### config.mk
export PLATFORM = sky130hd
export DESIGN_NAME = nettlp_tx_encap
export DESIGN_NICKNAME = d
export VERILOG_FILES = /design/src/rtl/nettlp_tx_encap.sv
export SDC_FILE = /design/constraint.sdc
export NUM_CORES = 1
export LEC_CHECK = 0
export BUFFER_PORTS_ARGS = -buffer_cell sky130_fd_sc_hd__buf_2
export CORE_ASPECT_RATIO = 1.5
export CORE_MARGIN = 1.5
export CORE_UTILIZATION = 38
export DETAILED_ROUTE_END_ITERATION = 6
export GPL_ROUTABILITY_DRIVEN = 0
export PLACE_DENSITY = 0.67
export SETUP_SLACK_MARGIN = 0.05
export SYNTH_ARGS = -nofsm -noshare
export SYNTH_HDL_FRONTEND = slang
export SYNTH_SLANG_ARGS = --single-unit
### constraint.sdc
create_clock -name eth_clk -period 10.3 [get_ports eth_clk]
set_clock_uncertainty 0.1 [all_clocks]
set_input_delay 0.515 -clock eth_clk [delete_from_list [all_inputs] [get_ports eth_clk]]
set_output_delay 0.515 -clock eth_clk [all_outputs]
set_load 0.02 [all_outputs]
### src/rtl/nettlp_tx_encap.sv
// Wraps one outbound TLP in an Eth/IPv4/UDP/NetTLP frame (48-byte header + TLP bytes).
// Optional build macro NETTLP_TSTAMP_EN: carry a free-running 32-bit timestamp in the NetTLP header.
module nettlp_tx_encap #(
  parameter int          DATA_WIDTH   = 64,
  parameter int          SEQ_WIDTH    = 10,
  parameter logic [15:0] UDP_PORT_CPL = 16'h3000,
  parameter logic [15:0] UDP_PORT_MR  = 16'h4000,
  parameter logic [7:0]  IP_TTL       = 8'd64
) (
  input  logic                      eth_clk,
  input  logic                      eth_rst,
  input  logic [47:0]               cfg_src_mac,
  input  logic [47:0]               cfg_dst_mac,
  input  logic [31:0]               cfg_src_ip,
  input  logic [31:0]               cfg_dst_ip,
  input  logic                      s_tvalid,
  output logic                      s_tready,
  input  logic [DATA_WIDTH-1:0]     s_tdata,
  input  logic [DATA_WIDTH/8-1:0]   s_tkeep,
  input  logic                      s_tlast,
  input  logic [11:0]               s_tlp_len,
  input  logic                      s_tlp_is_cpl,
  output logic                      m_tvalid,
  input  logic                      m_tready,
  output logic [DATA_WIDTH-1:0]     m_tdata,
  output logic [DATA_WIDTH/8-1:0]   m_tkeep,
  output logic                      m_tlast,
  output logic [SEQ_WIDTH-1:0]      seq_num
);

  localparam int HDR_BITS  = 384;
  localparam int HDR_BEATS = HDR_BITS / DATA_WIDTH;

  typedef enum logic [1:0] {IDLE, HDR_PREP, HDR, PAYLOAD} state_t;

  state_t               state;
  logic [2:0]           beat_cnt;
  logic [11:0]          cap_len;
  logic                 cap_cpl;
  logic [SEQ_WIDTH-1:0] cap_seq;
  logic [SEQ_WIDTH-1:0] seq_cnt;
  logic [47:0]          cap_src_mac;
  logic [47:0]          cap_dst_mac;
  logic [31:0]          cap_src_ip;
  logic [31:0]          cap_dst_ip;
  logic [15:0]          ip_csum;
  logic [31:0]          ts_field;

`ifdef NETTLP_TSTAMP_EN
  logic [31:0] ts_cnt;
  logic [31:0] cap_ts;

  always_ff @(posedge eth_clk) begin
    if (eth_rst) begin
      ts_cnt <= '0;
      cap_ts <= '0;
    end else begin
      ts_cnt <= ts_cnt + 32'd1;
      if (state == IDLE && s_tvalid)
        cap_ts <= ts_cnt;
    end
  end

  assign ts_field = cap_ts;
`else
  assign ts_field = '0;
`endif

  logic [15:0] tot_len;
  logic [15:0] udp_len;
  logic [15:0] udp_port;
  logic [19:0] csum_sum;
  logic [16:0] csum_f1;
  logic [15:0] csum_f2;
  logic [15:0] csum_calc;

  assign tot_len  = 16'd34 + {4'b0, cap_len};
  assign udp_len  = 16'd14 + {4'b0, cap_len};
  assign udp_port = cap_cpl ? UDP_PORT_CPL : UDP_PORT_MR;

  // Two folds suffice: a 20-bit sum of ten words folds to at most 17 bits, then 16.
  always_comb begin
    csum_sum  = 20'h04500 + {4'b0, tot_len} + 20'h04000 + {4'b0, IP_TTL, 8'd17}
              + {4'b0, cap_src_ip[31:16]} + {4'b0, cap_src_ip[15:0]}
              + {4'b0, cap_dst_ip[31:16]} + {4'b0, cap_dst_ip[15:0]};
    csum_f1   = {1'b0, csum_sum[15:0]} + {13'b0, csum_sum[19:16]};
    csum_f2   = csum_f1[15:0] + {15'b0, csum_f1[16]};
    csum_calc = ~csum_f2;
  end

  logic [HDR_BITS-1:0] hdr_be;
  logic [HDR_BITS-1:0] hdr_le;

  // hdr_be is in wire order (MSB first); hdr_le puts wire byte k at [8k+7:8k].
  always_comb begin
    hdr_be = {cap_dst_mac, cap_src_mac, 16'h0800,
              8'h45, 8'h00, tot_len, 16'h0000, 16'h4000, IP_TTL, 8'd17, ip_csum,
              cap_src_ip, cap_dst_ip,
              udp_port, udp_port, udp_len, 16'h0000,
              16'(cap_seq), ts_field};
    hdr_le = '0;
    for (int unsigned k = 0; k < HDR_BITS / 8; k++)
      hdr_le[8*k +: 8] = hdr_be[HDR_BITS-1-8*k -: 8];
  end

  always_comb begin
    s_tready = 1'b0;
    m_tvalid = 1'b0;
    m_tdata  = '0;
    m_tkeep  = '0;
    m_tlast  = 1'b0;
    case (state)
      HDR: begin
        m_tvalid = 1'b1;
        m_tdata  = hdr_le[int'(beat_cnt)*DATA_WIDTH +: DATA_WIDTH];
        m_tkeep  = '1;
      end
      PAYLOAD: begin
        s_tready = m_tready;
        m_tvalid = s_tvalid;
        m_tdata  = s_tdata;
        m_tkeep  = s_tkeep;
        m_tlast  = s_tlast;
      end
      default: ;
    endcase
  end

  assign seq_num = seq_cnt;

  always_ff @(posedge eth_clk) begin
    if (eth_rst) begin
      state       <= IDLE;
      beat_cnt    <= '0;
      cap_len     <= '0;
      cap_cpl     <= 1'b0;
      cap_seq     <= '0;
      seq_cnt     <= '0;
      cap_src_mac <= '0;
      cap_dst_mac <= '0;
      cap_src_ip  <= '0;
      cap_dst_ip  <= '0;
      ip_csum     <= '0;
    end else begin
      case (state)
        IDLE: begin
          if (s_tvalid) begin
            cap_len     <= s_tlp_len;
            cap_cpl     <= s_tlp_is_cpl;
            cap_seq     <= seq_cnt;
            cap_src_mac <= cfg_src_mac;
            cap_dst_mac <= cfg_dst_mac;
            cap_src_ip  <= cfg_src_ip;
            cap_dst_ip  <= cfg_dst_ip;
            beat_cnt    <= '0;
            state       <= HDR_PREP;
          end
        end
        HDR_PREP: begin
          ip_csum <= csum_calc;
          state   <= HDR;
        end
        HDR: begin
          if (m_tready) begin
            if (beat_cnt == 3'(HDR_BEATS - 1)) begin
              beat_cnt <= '0;
              state    <= PAYLOAD;
            end else begin
              beat_cnt <= beat_cnt + 3'd1;
            end
          end
        end
        PAYLOAD: begin
          if (s_tvalid && m_tready && s_tlast) begin
            seq_cnt <= seq_cnt + 1'b1;
            state   <= IDLE;
          end
        end
        default: state <= IDLE;
      endcase
    end
  end

endmodule

==> results.py <==
metrics = {
    "run_status": {
        "run_status": "finished, final reports clean",
    },
    "power_and_ir_drop": {
        "power_frac_comb_pct": 62.2,
        "power_report.internal_total_w": 0.00262,
        "power_density_mw_per_mm2": 332,
        "power_frac_seq_pct": 21.8,
        "power.share.clock_pct": 16.0,
        "power.ir.vdd_worst_mv": 0.199,
        "power.leakage_nw": 6.83,
        "power.net_switching_w": 0.00260,
        "swShare_pct": 49.8,
    },
    "worst_setup_path": {
        "highest_delay_cell_along_the_critical_path": "sky130_fd_sc_hd__fa_1",
        "worst-path-max-fanout": 10,
        "setup.worst_path.end_class": "register",
        "worst-endpoint-required_ps": 10640,
        "critical-path-top-cell-by-count": "sky130_fd_sc_hd__inv_1",
        "cp.arrival_ps": 9600,
        "worstSetupStartpointType": "register",
        "cpPeakStageDelay_ps": 530,
        "timing_worst_setup_path_type": "register to register",
    },
    "placed_design": {
        "place.detailed.hpwl_um": 38600,
        "buffer_ports.inserted": 334,
        "postPlaceCellArea_sq_mm": 0.0149,
    },
    "cells_and_area": {
        "drive_gt1_share_pct": 21.3,
        "layout.core_utilization_pct": 46.1,
        "post-route-cell-area_sq_mm": 0.0157,
        "area_growth_syn_to_layout_pct": 20.0,
        "final_net_count": 2333,
    },
    "global_route": {
        "grt-ovfl-total": 0,
        "number_of_antenna_violations_at_the_first_check_in_global_routing": 9,
        "gr-max-usage-layer": "met2",
        "grt.total_usage_pct": 27.6,
        "met1_usage_pct": 30.2,
        "grt_util_met3_pct": 3.96,
        "grt_max_degree": 112,
        "first_global_vias": 12800,
        "grt_pass1_wl_um": 74200,
        "grt_util_met2_pct": 48.5,
    },
    "synthesis": {
        "synth-async-reset-ratio_pct": 0,
        "yosysWarningCount": 0,
        "synth-main-ff-cell": "sky130_fd_sc_hd__dfxtp_1",
        "syn-num-nets": 2073,
        "postSynthRegisterBits": 214,
        "synth_area_sq_mm": 0.0131,
        "post_synth_fa_ha_maj_area_fraction_pct": 11.5,
        "muxShareOfSynthArea_pct": 4.01,
        "synth_enable_flop_cells": 0,
        "yosys.cell_types.count": 74,
        "synth_simple_gate_area_share_pct": 19.6,
        "syn_area_per_cell_sq_um": 7.56,
        "dominant_combinational_cell_family_by_area_after_synthesis": "compound AO/OA/AOI/OAI gates",
        "synth_compound_gate_area_share_pct": 20.1,
        "synth_xor_area_share_pct": 3.67,
        "postSynthCellCount": 1730,
        "ys_seq_area_share_pct": 32.7,
    },
    "clock_tree": {
        "cts_made_buffers": 23,
        "tritoncts": "built",
        "cts_htree_levels": 1,
        "root_buffer": "sky130_fd_sc_hd__clkbuf_16",
        "clock_sink_count": 214,
        "max-clock-path-buffers": 3,
        "cts_hold_buffers": 0,
        "cts_setup_buffers": 0,
        "clkLatencyLatePin_ps": 540,
        "path_clk_slew_ps": 60,
        "post_cts_resize_count": 0,
    },
    "sta": {
        "max_transition_margin_pct": 23.7,
        "timing.final.crit_share_pct": 89.9,
        "rsz_0062_raised_after_global_routing": "false",
        "tns_ps": 0,
        "hold_viol": 0,
        "finalSetupViolCount": 0,
        "slew_viol_final": 0,
        "period_minus_slack_ps": 9260,
        "fmaxAchievable_mhz": 108,
        "finalHoldWorstSlack_ps": 105,
        "worst-slew-pin-transition_ps": 1140,
    },
    "floorplan": {
        "floorplan.initialDensity_pct": 38.4,
        "io_pins": 335,
        "die_h_um": 230,
        "die_w_um": 155,
        "floorplan.rows": 83,
        "die-area_sq_mm": 0.0356,
        "fp.coreArea_sq_mm": 0.0341,
    },
    "route": {
        "finalWirelength_um": 49800,
        "drt-vias-per-instance": 5.48,
        "wire_per_inst_um": 20.5,
        "antenna_left": 0,
        "iteration_0_drc_markers": 1107,
        "vias": 13300,
        "drc_errors": 0,
        "first_pass_iters": 5,
    },
    "run": {
        "drv.max_cap_violation_count": 0,
    },
    "min_path": {
        "min_path_type": "input pin to register",
    },
}
[metrics by stage]
step	power [W]	std cells	setup slack, ps
floorplan	0.00345	1730	2020
global placement	0.00428	2390	1400
detailed placement	0.00435	2390	1170
CTS	0.00519	2429	1130
global route	0.00558	2432	274
finish	0.00522	2432	1040
[power by group through the flow]
| stage | logic [W] | registers, W | clock network [W] |
|---|---|---|---|
| CTS | 0.00321 | 0.00114 | 0.000844 |
| global placement | 0.00314 | 0.00115 | 0 |
| global route | 0.00356 | 0.00115 | 0.000872 |
| finish | 0.00325 | 0.00114 | 0.000837 |
| floorplan | 0.00238 | 0.00107 | 0 |
| detailed placement | 0.00320 | 0.00115 | 0 |
[final timing paths]
check                  startpoint  cells past startpoint         endpoint  slack [ps]
setup reg to reg       cap_len[4]                     37      ip_csum[15]        1040
setup / recovery       cap_len[4]                     37      ip_csum[15]        1040
hold reg to reg   cap_dst_mac[32]                      2  cap_dst_mac[32]         350
hold / removal     cfg_src_mac[5]                      3   cap_src_mac[5]         110
[worst max-delay path, delay by kind of cell (launching register included)]
family	cells	cell delay [ps]
flops	1	520
buf+inv	5	310
xor+xnor	2	410
simple gates	13	2970
fa+ha+maj	7	2580
compound gates	10	2260
[layer usage]
metal | vias up | share of wire (%)
met5 | - | 0.15
met4 | 12 | 8.2
met1 | 6289 | 35
met3 | 162 | 6.8
met2 | 598 | 50
li1 | 6267 | -
[sequential cells by signal, indices dropped and copies added, names as in the netlist]
register / count
cap_cpl: 1
cap_len: 12
seq_num: 10
cap_dst_ip: 32
cap_src_mac: 48
cap_seq: 10
cap_src_ip: 32
state: 2
ip_csum: 16
beat_cnt: 3
cap_dst_mac: 48
[cell families after synthesis]
| logic type | count (synthesis) |
|---|---|
| xor+xnor | 54 |
| fa+ha+maj | 93 |
| compound gates | 437 |
| flops | 214 |
| mux | 36 |
| simple gates | 619 |
| buf+inv | 277 |
[area by class of cell]
class / instances / area [sq um]
Multi-Input combinational cell: 1239 / 7730
Inverter: 164 / 616
Clock buffer: 34 / 687
Fill cell: 3494 / 18400
Tap cell: 425 / 532
Timing Repair Buffer: 348 / 1780
Antenna cell: 3 / 7.51
Sequential cell: 214 / 4290
Clock inverter: 5 / 68.8
[synth_stat cells, types with 3 or more instances]
master	n	share of area, %
sky130_fd_sc_hd__o22ai_1	7	0.33
sky130_fd_sc_hd__a211oi_1	15	0.86
sky130_fd_sc_hd__and2_1	7	0.33
sky130_fd_sc_hd__nand2_1	449	13
sky130_fd_sc_hd__fa_1	46	7.0
sky130_fd_sc_hd__mux4_2	13	2.2
sky130_fd_sc_hd__mux2i_1	22	1.7
sky130_fd_sc_hd__a21oi_1	237	9.1
sky130_fd_sc_hd__nor2b_1	6	0.29
sky130_fd_sc_hd__a211oi_2	5	0.48
sky130_fd_sc_hd__and3_1	9	0.43
sky130_fd_sc_hd__or3_1	5	0.24
sky130_fd_sc_hd__o211ai_1	6	0.34
sky130_fd_sc_hd__o221ai_1	6	0.40
sky130_fd_sc_hd__xnor2_1	30	2.0
sky130_fd_sc_hd__a21o_1	4	0.23
sky130_fd_sc_hd__a22o_1	11	0.74
sky130_fd_sc_hd__nand3_1	13	0.50
sky130_fd_sc_hd__a311oi_1	4	0.27
sky130_fd_sc_hd__nand2b_1	9	0.43
sky130_fd_sc_hd__xor2_1	23	1.5
sky130_fd_sc_hd__clkbuf_8	4	0.42
sky130_fd_sc_hd__o211a_1	3	0.23
sky130_fd_sc_hd__nor3_1	10	0.38
sky130_fd_sc_hd__dfxtp_1	214	33
sky130_fd_sc_hd__a22oi_1	38	2.2
sky130_fd_sc_hd__nand4_1	11	0.53
sky130_fd_sc_hd__ha_1	47	4.5
sky130_fd_sc_hd__nor2_1	82	2.4
sky130_fd_sc_hd__inv_1	162	4.6
sky130_fd_sc_hd__a31oi_1	5	0.24
sky130_fd_sc_hd__buf_1	7	0.20
sky130_fd_sc_hd__o21ai_0	67	2.6
sky130_fd_sc_hd__clkbuf_1	100	2.9
[placed cells by master, fill, tap and decap left out, types with 5 or more instances in the layout]
cell type / n
sky130_fd_sc_hd__o211ai_1: 6
sky130_fd_sc_hd__o22ai_1: 7
sky130_fd_sc_hd__a21oi_1: 237
sky130_fd_sc_hd__and3_1: 9
sky130_fd_sc_hd__and2_1: 6
sky130_fd_sc_hd__inv_1: 162
sky130_fd_sc_hd__xnor2_1: 30
sky130_fd_sc_hd__nor2_1: 81
sky130_fd_sc_hd__nand2_1: 448
sky130_fd_sc_hd__nand2b_1: 9
sky130_fd_sc_hd__o221ai_1: 6
sky130_fd_sc_hd__or3_1: 5
sky130_fd_sc_hd__a22o_1: 11
sky130_fd_sc_hd__buf_2: 333
sky130_fd_sc_hd__nor2b_1: 6
sky130_fd_sc_hd__a211oi_2: 5
sky130_fd_sc_hd__nand3_1: 13
sky130_fd_sc_hd__buf_4: 14
sky130_fd_sc_hd__dfxtp_1: 212
sky130_fd_sc_hd__mux2i_1: 22
sky130_fd_sc_hd__clkbuf_8: 7
sky130_fd_sc_hd__ha_1: 46
sky130_fd_sc_hd__nand4_1: 11
sky130_fd_sc_hd__o21ai_0: 67
sky130_fd_sc_hd__a211oi_1: 15
sky130_fd_sc_hd__nor3_1: 10
sky130_fd_sc_hd__fa_1: 46
sky130_fd_sc_hd__a22oi_1: 38
sky130_fd_sc_hd__mux4_2: 13
sky130_fd_sc_hd__a31oi_1: 5
sky130_fd_sc_hd__xor2_1: 23
sky130_fd_sc_hd__clkbuf_16: 23
(Power assumes the default switching activity.)
